$ cat config.mk
export PLATFORM = sky130hd
export DESIGN_NAME = conv_window_gen
export DESIGN_NICKNAME = d
export VERILOG_FILES = /design/src/rtl/conv_window_gen.sv
export SDC_FILE = /design/constraint.sdc
export NUM_CORES = 1
export LEC_CHECK = 0
export CORE_AREA = 4 4 302 304
export DETAILED_ROUTE_END_ITERATION = 16
export DIE_AREA = 0 0 306 308
export DONT_BUFFER_PORTS = 1
export PLACE_DENSITY = 0.55
export SLEW_MARGIN = 20
export SYNTH_ARGS = -nofsm -noshare
export SYNTH_HDL_FRONTEND = slang
export SYNTH_SLANG_ARGS = --single-unit
$ cat constraint.sdc
create_clock -name clk -period 4.7 [get_ports clk]
set_clock_uncertainty 0.2 [all_clocks]
set_input_delay 1.41 -clock clk [delete_from_list [all_inputs] [get_ports clk]]
set_output_delay 1.41 -clock clk [all_outputs]
set_load 0.02 [all_outputs]
$ cat src/rtl/conv_window_gen.sv
// +--------------------------------------------------------------------------+
// | conv_window_gen : raster pixel stream -> every valid KxK window, flattened |
// | Rev 1.0                                                                    |
// +--------------------------------------------------------------------------+
`default_nettype none

module conv_window_gen #(
  parameter int ROWS        = 20,
  parameter int COLS        = 20,
  parameter int KERNEL_SIZE = 3,
  parameter int DATA_W      = 16
) (
  input  logic                                        clk,
  input  logic                                        rst_n,
  input  logic                                        in_valid,
  output logic                                        in_ready,
  input  logic [DATA_W-1:0]                           in_data,
  output logic                                        win_valid,
  input  logic                                        win_ready,
  output logic [KERNEL_SIZE*KERNEL_SIZE*DATA_W-1:0]   win_data,
  output logic [$clog2(ROWS)-1:0]                     win_row,
  output logic [$clog2(COLS)-1:0]                     win_col,
  output logic                                        frame_done
);

  localparam int c_K     = KERNEL_SIZE;
  localparam int c_WIN_W = c_K * c_K * DATA_W;
  localparam int c_RW    = $clog2(ROWS);
  localparam int c_CW    = $clog2(COLS);

  typedef enum logic [1:0] {
    S_FILL   = 2'd0,
    S_STREAM = 2'd1
  } state_t;

  state_t                 state_q;
  logic [c_RW-1:0]        pix_row_q;
  logic [c_CW-1:0]        pix_col_q;
  logic [c_WIN_W-1:0]     sh_q;
  logic [c_WIN_W-1:0]     sh_d;
  logic                   win_valid_q;
  logic [c_WIN_W-1:0]     win_data_q;
  logic [c_RW-1:0]        win_row_q;
  logic [c_CW-1:0]        win_col_q;
  logic                   frame_done_q;
  logic [c_K*DATA_W-1:0]  w_newcol;

  logic w_accept, w_win_hs, w_row_last, w_col_last, w_complete;

  assign in_ready   = !win_valid_q || win_ready;
  assign w_accept   = in_valid && in_ready;
  assign w_win_hs   = win_valid_q && win_ready;
  assign w_row_last = (pix_row_q == c_RW'(ROWS - 1));
  assign w_col_last = (pix_col_q == c_CW'(COLS - 1));
  // In STREAM the row condition already holds; left columns of a row are masked here.
  assign w_complete = (state_q == S_STREAM) && (pix_col_q >= c_CW'(c_K - 1));

  generate
    if (c_K > 1) begin : g_lb
      logic [DATA_W-1:0] lb_q [c_K-1][COLS];

      always_ff @(posedge clk) begin
        if (w_accept) begin
          for (int i = 0; i < c_K - 2; i++) begin
            lb_q[i][pix_col_q] <= lb_q[i+1][pix_col_q];
          end
          lb_q[c_K-2][pix_col_q] <= in_data;
        end
      end

      for (genvar r = 0; r < c_K - 1; r++) begin : g_col
        assign w_newcol[r*DATA_W +: DATA_W] = lb_q[r][pix_col_q];
      end
    end
  endgenerate

  assign w_newcol[(c_K-1)*DATA_W +: DATA_W] = in_data;

  always_comb begin
    sh_d = '0;
    for (int r = 0; r < c_K; r++) begin
      for (int c = 0; c < c_K - 1; c++) begin
        sh_d[(r*c_K+c)*DATA_W +: DATA_W] = sh_q[(r*c_K+c+1)*DATA_W +: DATA_W];
      end
      sh_d[(r*c_K+c_K-1)*DATA_W +: DATA_W] = w_newcol[r*DATA_W +: DATA_W];
    end
  end

  always_ff @(posedge clk or negedge rst_n) begin
    if (!rst_n) begin
      state_q      <= (c_K == 1) ? S_STREAM : S_FILL;
      pix_row_q    <= '0;
      pix_col_q    <= '0;
      sh_q         <= '0;
      win_valid_q  <= 1'b0;
      win_data_q   <= '0;
      win_row_q    <= '0;
      win_col_q    <= '0;
      frame_done_q <= 1'b0;
    end else begin
      if (w_accept) begin
        sh_q <= sh_d;
        if (w_col_last) begin
          pix_col_q <= '0;
          pix_row_q <= w_row_last ? '0 : pix_row_q + c_RW'(1);
        end else begin
          pix_col_q <= pix_col_q + c_CW'(1);
        end
        if (c_K > 1) begin
          if (state_q == S_FILL && w_col_last && pix_row_q == c_RW'(c_K - 2)) begin
            state_q <= S_STREAM;
          end else if (state_q == S_STREAM && w_col_last && w_row_last) begin
            state_q <= S_FILL;
          end
        end
      end

      if (w_accept && w_complete) begin
        win_valid_q <= 1'b1;
        win_data_q  <= sh_d;
        win_row_q   <= pix_row_q - c_RW'(c_K - 1);
        win_col_q   <= pix_col_q - c_CW'(c_K - 1);
      end else if (w_win_hs) begin
        win_valid_q <= 1'b0;
      end

      frame_done_q <= w_win_hs && (win_row_q == c_RW'(ROWS - c_K))
                               && (win_col_q == c_CW'(COLS - c_K));
    end
  end

  assign win_valid  = win_valid_q;
  assign win_data   = win_data_q;
  assign win_row    = win_row_q;
  assign win_col    = win_col_q;
  assign frame_done = frame_done_q;

endmodule

`default_nettype wire

==> impl_metrics.env <==
export IMPL_synth_edff_count=640
export IMPL_track_usage_pct=20.0
export IMPL_period_minus_slack_ns=3.66
export IMPL_netlist_area_mm2=0.0351
export IMPL_vias=20300
export IMPL_cts_setup_buffers=0
export IMPL_drive_gt1_share_pct=10.8
export IMPL_wl_per_cell_um=25.7
export IMPL_start_util_pct=39.7
export IMPL_grt_max_degree=264
export IMPL_synth_seq_area_share_pct=73.6
export IMPL_setup_violations=0
export IMPL_cap_violations=0
export IMPL_crit_path_max_fanout=24
export IMPL_cts_root_buffer="clkbuf_16"
export IMPL_cts_resized=0
export IMPL_postLayoutSetupSlackWorst_ns=1.04
export IMPL_place_ws_ns=0.974
export IMPL_ff2ff_setup_slack_ns=1.04
export IMPL_slew_headroom_pct=29.1
export IMPL_crit_chain="or4b_1 > buf_12 > o22ai_1 > nor2_1 > nand3b_1"
export IMPL_drc_errors=0
export IMPL_antenna_found_initial=0
export IMPL_crit_path_start="pix_col_q[0]"
export IMPL_die_area_mm2=0.0942
export IMPL_p_leak_nw=15.4
export IMPL_r2r_end="g_lb.lb_q[0][226]"
export IMPL_min_path_type="in2async"
export IMPL_htreeDepth=3
export IMPL_num_antenna_cells=0
export IMPL_synth_nets=2484
export IMPL_ios=177
export IMPL_syn_area_per_cell_um2=14.3
export IMPL_worstMarginPinSlew_ns=1.06
export IMPL_stdcell_area_mm2=0.0398
export IMPL_path_depth=5
export IMPL_max_freq_mhz=273
export IMPL_startpoint_type="flop"
export IMPL_coreArea_mm2=0.0882
export IMPL_crit_path_end="g_lb.lb_q[0][226]"
export IMPL_ir_drop_v=0.000490
export IMPL_fin_crit_sh_pct=77.9
export IMPL_p_total_mw=22.9
export IMPL_cp_arrival_ns=3.61
export IMPL_die_w_um=306
export IMPL_synth_cell_types=45
export IMPL_postSynthCellCount=2454
export IMPL_finalSetupTns_ns=0
export IMPL_synth_commonest_cells="edfxtp_1 (640), nand2_1 (567), mux2i_1 (311)"
export IMPL_worst_setup_path_type="reg2reg"
export IMPL_grt_pass1_vias=20200
export IMPL_num_rows=109
export IMPL_cp_top_family="simple AND/OR/NAND/NOR gates"
export IMPL_max_stage_delay_ns=1.04
export IMPL_end_kind="flop"
export IMPL_synth_top_area_share_pct=54.8
export IMPL_synth_async_sr_flop_share_pct=29.1
export IMPL_viasPerCell=5.46
export IMPL_hold_buffers=0
export IMPL_insertion_delay_ns=0.64
export IMPL_cts_tree="yes"
export IMPL_rr_worst_depth=5
export IMPL_status="finished clean"
export IMPL_die_h_um=308
export IMPL_dpl_cell_area_mm2=0.0367
export IMPL_syn_to_final_growth_pct=13.5
export IMPL_crit_slowest_cell="dfrtp_1"
export IMPL_synth_ff_type="edfxtp_1"
export IMPL_ant_nets=0
export IMPL_io_buffers=0
export IMPL_dp_hpwl_um=59400
export IMPL_cp_data_required_time_ns=4.65
export IMPL_synth_area_leaders="edfxtp_1 (55%), dfrtp_1 (19%), mux2i_1 (8.9%)"
export IMPL_gp_congestion=0.812
export IMPL_p_per_area_mw_per_mm2=574
export IMPL_yosys_area_top_type="edfxtp_1"
export IMPL_grt_pass1_wl_um=140000
export IMPL_synth_seq_cells=903
export IMPL_finalHoldViolations=0
export IMPL_cp_num_buf_inv=1
export IMPL_reg2reg_from="pix_col_q[0]"
export IMPL_synth_warning_count=0
export IMPL_wl_um=95500
export IMPL_cts_buffer_depth=3
export IMPL_cts_sinks=903
export IMPL_yosysMostFrequentCell="edfxtp_1"
export IMPL_maxSlewViolCount=0
export IMPL_grt_overflow=0
export IMPL_cts_made_buffers=92
export IMPL_drt_pass1_iterations=5
export IMPL_final_nets=2510
export IMPL_rsz0062_at_grt="no"
export IMPL_drt_iter0_markers=2105
export IMPL_cts_reportedPaths_clkPinSlew_ns=0.06
## worst min-delay path by stage
stage / start / to / slack (ns) / cells after the start
2_1_floorplan: sh_q[16] / win_data[0] / 0.24 / 2
3_3_place_gp: sh_q[74] / win_data[58] / 0.25 / 2
3_5_place_dp: sh_q[29] / win_data[13] / 0.25 / 2
4_1_cts: rst_n / win_data[62] / 0.22 / 0
5_1_grt: rst_n / win_data[128] / 0.23 / 0
6_report: rst_n / sh_q[113] / 0.26 / 0
## cells by family after synthesis
kind of cell               synth area share [%]
and+or+nand+nor                            9.59
muxes                                      9.29
DFF                                        73.6
adders and majority gates                 0.357
xor gates and xnor gates                 0.0999
buffers and inverters                      2.03
AOI/OAI and AO/OA                          5.07
## cells in the final DEF (no fill, tap or decap), types with 4 or more instances in the layout
cell type,netlist,routed
o21ai_0,9,9
xnor2_1,4,4
edfxtp_1,640,640
bufinv_16,0,7
o22ai_2,20,20
o22ai_1,72,72
nor3_1,8,5
a21oi_1,4,4
nand3_1,31,31
dfrtp_1,263,262
inv_1,7,7
nand2_1,567,566
mux2i_1,311,311
clkinv_2,0,17
clkbuf_16,0,96
nor2b_1,7,4
a22oi_1,59,59
clkbuf_8,0,12
clkbuf_1,63,21
a31oi_1,62,62
and3_2,0,9
a211oi_1,5,5
nor2_1,151,142
buf_12,0,13
nand3b_1,16,16
mux4_2,5,5
buf_4,4,62
or4b_1,4,4
clkinv_1,0,10
ha_1,10,10
o211ai_1,8,8
nor2_4,0,9
nand4_1,11,11
## per-layer routing
layer | wire [µm] | global-route usage (%)
met5 | 0 | 0
met3 | 7330 | 4.33
met1 | 42600 | 28.8
met4 | 2030 | 5.25
met2 | 43500 | 31.0
## worst reg2reg max path, cell delays in order, from the launching register on
cell,delay (ns)
dfrtp_1,1.04
or4b_1,0.79
buf_12,0.26
o22ai_1,0.12
nor2_1,0.20
nand3b_1,0.56
## flip-flops by register name, indices dropped and copies added (netlist names)
register	count
pix_col_q	5
frame_done	1
sh_q	96
win_col	5
win_data	144
pix_row_q	5
win_valid	1
g_lb.lb_q	640
state_q	1
win_row	5
## area by class of cell
| type | instances | area (µm²) |
|---|---|---|
| multi-input cells | 1401 | 8710 |
| well taps | 1165 | 1460 |
| flip-flops and latches | 903 | 25800 |
| clock buffers | 130 | 2650 |
| clock inverters | 42 | 420 |
| inverters | 7 | 26.3 |
| fillers | 7758 | 48400 |
| repair buffers | 75 | 726 |
## stage by stage
step	std cells	hold slack [ns]	util [%]
detailed placement	3551	0.252	41.6
CTS	3723	0.217	45.1
global route	3723	0.229	45.1
floorplan	2454	0.239	-
finish	3723	0.261	45.1
global placement	3551	0.250	41.6
## power breakdown
part	switching [mW]	internal, mW	leakage (nW)
Sequential	0.546	9.89	9.28
Combinational	3.37	1.69	4.63
Clock	3.04	4.33	1.51
Note: power is estimated with default switching activity, not from simulation.
